**src/rtl/sprite_rom_arbiter.sv**
```systemverilog
// Shares one sprite ROM read port among three renderers. Requester 0 has priority during active video; otherwise round-robin.
// gnt arrives 1 cycle after req and rvalid ROM_LATENCY+1 cycles after gnt; one read per cycle with no stalls, so requesters must always accept rvalid.
module sprite_rom_arbiter #(
  parameter int ADDR_W      = 16,
  parameter int DATA_W      = 8,
  parameter int ROM_LATENCY = 2
) (
  input  logic                   Clk,
  input  logic                   Reset_n,
  input  logic                   active_video,
  input  logic [2:0]             req,
  input  logic [2:0][ADDR_W-1:0] addr,
  output logic [2:0]             gnt,
  output logic [2:0]             rvalid,
  output logic [DATA_W-1:0]      rdata,
  output logic                   rom_rd,
  output logic [ADDR_W-1:0]      rom_addr,
  input  logic [DATA_W-1:0]      rom_q
);

  typedef struct packed {
    logic       vld;
    logic [1:0] id;
  } tag_t;

  logic [2:0] elig;
  logic       win_vld;
  logic [1:0] win_id;
  logic [2:0] scan_idx;
  logic [1:0] rr_ptr;
  logic [1:0] gnt_id;
  tag_t       tag_q [ROM_LATENCY];

  always_comb begin
    elig     = req & ~gnt;
    win_vld  = 1'b0;
    win_id   = 2'd0;
    scan_idx = 3'd0;
    if (active_video && elig[0]) begin
      win_vld = 1'b1;
    end else begin
      // Walk the ring from the far end so the slot nearest rr_ptr wins last.
      for (int i = 2; i >= 0; i--) begin
        scan_idx = {1'b0, rr_ptr} + 3'(i);
        if (scan_idx >= 3'd3) scan_idx = scan_idx - 3'd3;
        if (elig[scan_idx[1:0]]) begin
          win_vld = 1'b1;
          win_id  = scan_idx[1:0];
        end
      end
    end
  end

  always_ff @(posedge Clk or negedge Reset_n) begin
    if (!Reset_n) begin
      gnt      <= '0;
      rom_rd   <= 1'b0;
      rom_addr <= '0;
      rr_ptr   <= '0;
      gnt_id   <= '0;
      rvalid   <= '0;
      rdata    <= '0;
      for (int i = 0; i < ROM_LATENCY; i++) tag_q[i] <= '0;
    end else begin
      gnt    <= win_vld ? 3'(3'b001 << win_id) : 3'b000;
      rom_rd <= win_vld;
      if (win_vld) begin
        rom_addr <= addr[win_id];
        gnt_id   <= win_id;
        rr_ptr   <= (win_id == 2'd2) ? 2'd0 : win_id + 2'd1;
      end
      // Tag follows the read through the ROM pipeline so data returns to its owner.
      tag_q[0] <= {rom_rd, gnt_id};
      for (int i = 1; i < ROM_LATENCY; i++) tag_q[i] <= tag_q[i-1];
      rvalid <= tag_q[ROM_LATENCY-1].vld ? 3'(3'b001 << tag_q[ROM_LATENCY-1].id) : 3'b000;
      if (tag_q[ROM_LATENCY-1].vld) rdata <= rom_q;
    end
  end

endmodule

```
**config.mk**
```make
export PLATFORM = sky130hd
export DESIGN_NAME = sprite_rom_arbiter
export DESIGN_NICKNAME = d
export VERILOG_FILES = /design/src/rtl/sprite_rom_arbiter.sv
export SDC_FILE = /design/constraint.sdc
export NUM_CORES = 1
export LEC_CHECK = 0
export CORE_ASPECT_RATIO = 0.5
export CORE_MARGIN = 2
export CORE_UTILIZATION = 47
export CTS_CLUSTER_DIAMETER = 150
export DETAILED_ROUTE_END_ITERATION = 10
export GPL_ROUTABILITY_DRIVEN = 0
export HOLD_SLACK_MARGIN = 0.1
export PLACE_DENSITY = 0.88
export SLEW_MARGIN = 20
export SYNTH_ARGS = -nofsm -noshare
export SYNTH_HDL_FRONTEND = slang
export SYNTH_SLANG_ARGS = --single-unit
```
**constraint.sdc**
```tcl
create_clock -name Clk -period 4.85 [get_ports Clk]
set_input_delay 0.97 -clock Clk [delete_from_list [all_inputs] [get_ports Clk]]
set_output_delay 0.97 -clock Clk [all_outputs]
set_load 0.02 [all_outputs]
```
==> impl_metrics.ini, run 1 <==
[status]
status = finished clean

[finish]
diodes = 0
syn_to_final_growth_pct = 44.8
stdcell_count = 387
nNetsFinal = 380
fin_util_pct = 69.8
drive_gt1_share_pct = 12.9
final_common_cell = clkdlybuf4s50_1
final_cell_mix = clkdlybuf4s50_1 (91), dfrtp_1 (41), a21oi_1 (33), nand3_1 (18)
fillers = 366
fin_area_um2 = 3410

[synthesis]
syn_nets = 297
synth_compound_area_share_pct = 30.6
syn_area_um2 = 2360
yosysWarnings = 0
synth_edf_count = 0
synthXorXnorAreaFrac_pct = 0
synth_top_family_by_area = compound AO/OA/AOI/OAI gates
ys_ff_latch = 41
synth_fa_ha_area_share_pct = 1.06
synth_ff_type = dfrtp_1
syn_area_per_cell_um2 = 10.1
synth-simple-area-share_pct = 12.7
ys_async_sr_fraction_pct = 100
synth_mux_area_share_pct = 5.58
ys_types = 42
ys_seq_area_share_pct = 43.5
synthCells = 233

[clock_tree]
post-cts-setup-buffers = 0
cts_resized = 0
cts_tree = done
cts_buffers = 5
clkLatencyLatePin_ns = 0.29
cts.sinks = 41
cts_root_buf = clkbuf_8
clockBufferDepth = 2
hold_buffers = 0
htree_num_levels = 2
clk_pin_slew_ns = 0.08

[floorplan]
core-area_um2 = 4890
die_w_um = 104
floorplan.die.height_um = 54.1
fp.dieArea_um2 = 5630
ios = 93
initial_core_util_pct = 48.2
rows = 18

[detailed_routing]
vias = 2258
vias_per_cell = 5.83
drc = 0
avgRoutedWirePerCell_um = 16.6
wl_met3_um = 276
ant_nets = 0
top_layer_used = met4
drtIter0Drc = 153
wl_met2_um = 3360
wl_um = 6440
dr.pass1.iters = 5
wl_met1_um = 2680

[sta]
finalHoldViolCount = 0
clock.fmax_ghz = 0.313
finalSetupViolCount = 0
post-route-period-util_pct = 66.0
finalMaxSlewViolations = 0
maxSlewHeadroom_pct = 41.5
finClkSkew_ns = 0.00922
rsz0062_at_grt = no
tightest_slew_ns = 0.877
tns_ns = 0
fin_ws_ns = 1.65
period_needed_ns = 3.20

[setup_path]
r2r-end = rom_addr[3]
r2r_cells = 7
path_max_fanout = 17
end_kind = register
arrival_ns = 3.37
timing.rr.start = rr_ptr[0]
reg2reg_setup_slack_ns = 2.05
startpoint = req[0]
worstSetupPathType = in -> reg
startpoint_type = input port
crit_required_ns = 5.02

[worst_hold_path]
hold_class = reg -> reg
holdPathEnd = tag_q[1]
hp-start = tag_q[4]
worstHoldPathCells = 0

[grt]
grt_pass1_wl_um = 9840
antenna_found_initial = 0
grt_max_degree = 55
grtUsageTotal_pct = 22.6
first_global_vias = 2096
gr-total-overflow = 0

[power]
power_density_nw_per_um2 = 654
p_leak_nw = 1.40
ir_worst_vdd_mv = 0.320

[placement]
postPlaceCellArea_um2 = 3280
io_buffers = 92
dp_cells = 378
hpwl_um = 4700
place_ws_ns = 1.37

[run]
drv_cap = 0
## registers in the layout (all words and copies together), names as in the netlist
signal / flops
rvalid: 3
gnt_id: 2
rom_addr: 16
gnt: 3
rom_rd: 1
rr_ptr: 2
rdata: 8
tag_q: 6
## stage by stage
step,power (mW),hold slack (ns)
CTS,2.22,0.353
finish,2.23,0.350
detailed placement,1.94,0.336
floorplan,1.47,0.331
global placement,1.89,0.335
global route,2.37,0.371
## metal layers
metal | GRT usage (%) | vias up
met3 | 4.12 | 13
li1 | - | 1057
met2 | 43.6 | 78
met4 | 6.31 | 0
met5 | 0 | -
met1 | 26.9 | 1110
## area by class of cell
class	instances	area (um^2)	area share, %
multi-input combinational	162	1180	34.6
timing repair buffer	100	980	28.7
clock inverter	1	30.0	0.880
tap	70	87.6	2.57
inverter	6	22.5	0.660
sequential	41	1030	30.1
clock buffer	7	86.3	2.53
## power breakdown
part | internal, mW | switching, mW
Combinational | 0.593 | 0.750
Sequential | 0.506 | 0.103
Clock | 0.168 | 0.112
## worst max-delay path by stage
stage / to / depth (start not counted) / slack [ns]
finish: gnt_id[0] / 7 / 1.65
global route: gnt_id[0] / 7 / 1.54
CTS: rom_addr[3] / 6 / 1.68
detailed placement: rom_addr[3] / 6 / 1.37
global placement: gnt_id[0] / 7 / 1.47
floorplan: rom_addr[10] / 8 / 2.36
## worst max-delay path: stages
cell and delay [ns]:
clkdlybuf4s50_1 0.47, and2b_1 0.25, o31a_1 0.16, buf_4 0.22, a21o_1 0.63, nand2_1 0.29, mux2_1 0.36
## synth_stat cells, drive strengths merged, types with 2 or more instances
cell | instances | area [um^2]
nand3 | 18 | 90.1
a21oi | 33 | 165
a21o | 3 | 22.5
and2b | 2 | 15.0
and3 | 16 | 100
a211oi | 16 | 170
nor2 | 4 | 15.0
mux2 | 9 | 101
buf | 7 | 66.3
mux2i | 3 | 30.0
nand2b | 3 | 18.8
o21ai | 2 | 10.0
clkbuf | 17 | 63.8
inv | 6 | 22.5
o32ai | 16 | 140
dfrtp | 41 | 1030
a21boi | 16 | 120
nand2 | 4 | 15.0
ha | 2 | 25.0
## cell families after synthesis
kind of cell / after synthesis
flip-flops: 41
multiplexers: 12
buffers and inverters: 30
AND/OR/NAND/NOR: 53
AO/OA/AOI/OAI: 95
adder cells (fa/ha/maj): 2
Note: power is estimated with default switching activity, not from simulation.
==> inputs of run 2 (changes only) <==
CORE_UTILIZATION = 44   (was 47)
PLACE_DENSITY = 0.83   (was 0.88)
clock period = 3 ns   (was 4.85 ns; I/O delays follow)
==> run 2 against run 1 <==
Final cell count stayed put. Cell area is 0.99% lower. Clock-buffer cell count is 2 lower. Clock power increased by 23%. Critical endpoint is now rom_addr[15].
==> impl_metrics.ini, run 2 (synthesized netlist as in run 1, its figures left out) <==
[grt]
grtUsageTotal_pct = 21.1
first_global_vias = 2243
grt_max_degree = 50
grt_pass1_wl_um = 10300
gr-total-overflow = 0
antenna_found_initial = 0

[sta]
rsz0062_at_grt = no
period_needed_ns = 2.77
finalMaxSlewViolations = 0
maxSlewHeadroom_pct = 40.2
hold_ws_ns = 0.354
tns_ns = 0
fin_ws_ns = 0.232
finalHoldViolCount = 0
clock.fmax_ghz = 0.361
post-route-period-util_pct = 92.3
tightest_slew_ns = 0.897
finClkSkew_ns = 0.00353
finalSetupViolCount = 0

[run]
drv_cap = 0

[power]
p_leak_nw = 1.39
p_total_mw = 3.47
power_density_nw_per_um2 = 1030
ir_worst_vdd_mv = 0.462

[setup_path]
end_kind = register
cpPeakStageDelay_ns = 0.67
crit_required_ns = 3.17
startpoint_type = register
worstSetupPathType = reg -> reg
arrival_ns = 2.93
path_max_fanout = 17
critPathSlowestCell = or4_4
crit_chain = inv_1, ha_1, inv_2, or4_4, a21o_1, a211oi_1, a21oi_1

[status]
status = finished clean

[finish]
fin_area_um2 = 3380
largest_register_ff_count = 16
fillers = 398
fin_util_pct = 67.0
final_common_cell = clkdlybuf4s50_1
top_register = rom_addr
multi_input_area_um2 = 1180
regArea_um2 = 1030
stdcell_count = 387
diodes = 0
nNetsFinal = 380
reg_top3 = rom_addr x16, rdata x8, tag_q x6
drive_gt1_share_pct = 13.2
final_cell_mix = clkdlybuf4s50_1 (91), dfrtp_1 (41), a21oi_1 (33), nand3_1 (18)
syn_to_final_growth_pct = 43.4

[clock_tree]
cts_resized = 0
cts_root_buf = clkbuf_8
htree_num_levels = 2
post-cts-setup-buffers = 0
hold_buffers = 0
cts.sinks = 41
cts_tree = done
clkLatencyLatePin_ns = 0.29
clockBufferDepth = 2
clk_pin_slew_ns = 0.07
cts_buffers = 5

[detailed_routing]
dr.pass1.iters = 4
drtIter0Drc = 86
drc = 0
ant_nets = 0
avgRoutedWirePerCell_um = 15.8
vias = 2247
vias_per_cell = 5.81
wl_um = 6100

[placement]
postPlaceCellArea_um2 = 3290
place_ws_ns = 0.121
dp_cells = 379
io_buffers = 92
hpwl_um = 4590

[floorplan]
die_w_um = 107
ios = 93
fp.dieArea_um2 = 5990
rows = 18
floorplan.die.height_um = 55.7
initial_core_util_pct = 46.7
core-area_um2 = 5040

[worst_hold_path]
hold_class = reg -> reg
## run 2: path summary, 6_finish.rpt
| check | slack, ns | to | from | depth (start not counted) |
|---|---|---|---|---|
| worst max register to register | 0.23 | rom_addr[15] | rr_ptr[0] | 7 |
| worst max-delay path | 0.23 | rom_addr[15] | rr_ptr[0] | 7 |
| worst min-delay path | 0.35 | tag_q[0] | tag_q[3] | 0 |
| min in group asynchronous | 0.43 | rvalid[2] | Reset_n | 1 |
| max in group asynchronous | 2.01 | rom_addr[4] | Reset_n | 1 |
| worst min register to register | 0.35 | tag_q[0] | tag_q[3] | 0 |
## run 2: area by class of cell
cell class,instances,area share [%]
timing repair buffer,100,28.9
sequential,41,30.4
clock buffer,5,2.04
tap,70,2.59
inverter,6,0.667
clock inverter,3,0.519
multi-input combinational,162,34.9
## run 2: report_power, final
| part | leakage, nW | switching, mW | internal, mW | total (mW) |
|---|---|---|---|---|
| clock network | 0.0439 | 0.184 | 0.160 | 0.344 |
| logic | 0.855 | 1.20 | 0.962 | 2.16 |
| registers | 0.488 | 0.148 | 0.818 | 0.966 |
| total | 1.39 | 1.53 | 1.94 | 3.47 |
## run 2: routing by layer
| metal | track usage [%] | vias to the layer above | part of all wire, % |
|---|---|---|---|
| met2 | 36.1 | 79 | 50 |
| met5 | 0 | - | 0 |
| met4 | 8.97 | 0 | 3.2 |
| met3 | 4.57 | 21 | 4.9 |
| met1 | 26.0 | 1094 | 42 |
| li1 | - | 1053 | - |
## run 2: worst max-delay path: cells and delay by family (launching register included)
family          cells  cell delay, ns
buf+inv             2            0.14
simple gates        1            0.67
flops               1            0.38
fa+ha+maj           1            0.48
compound gates      3            0.97
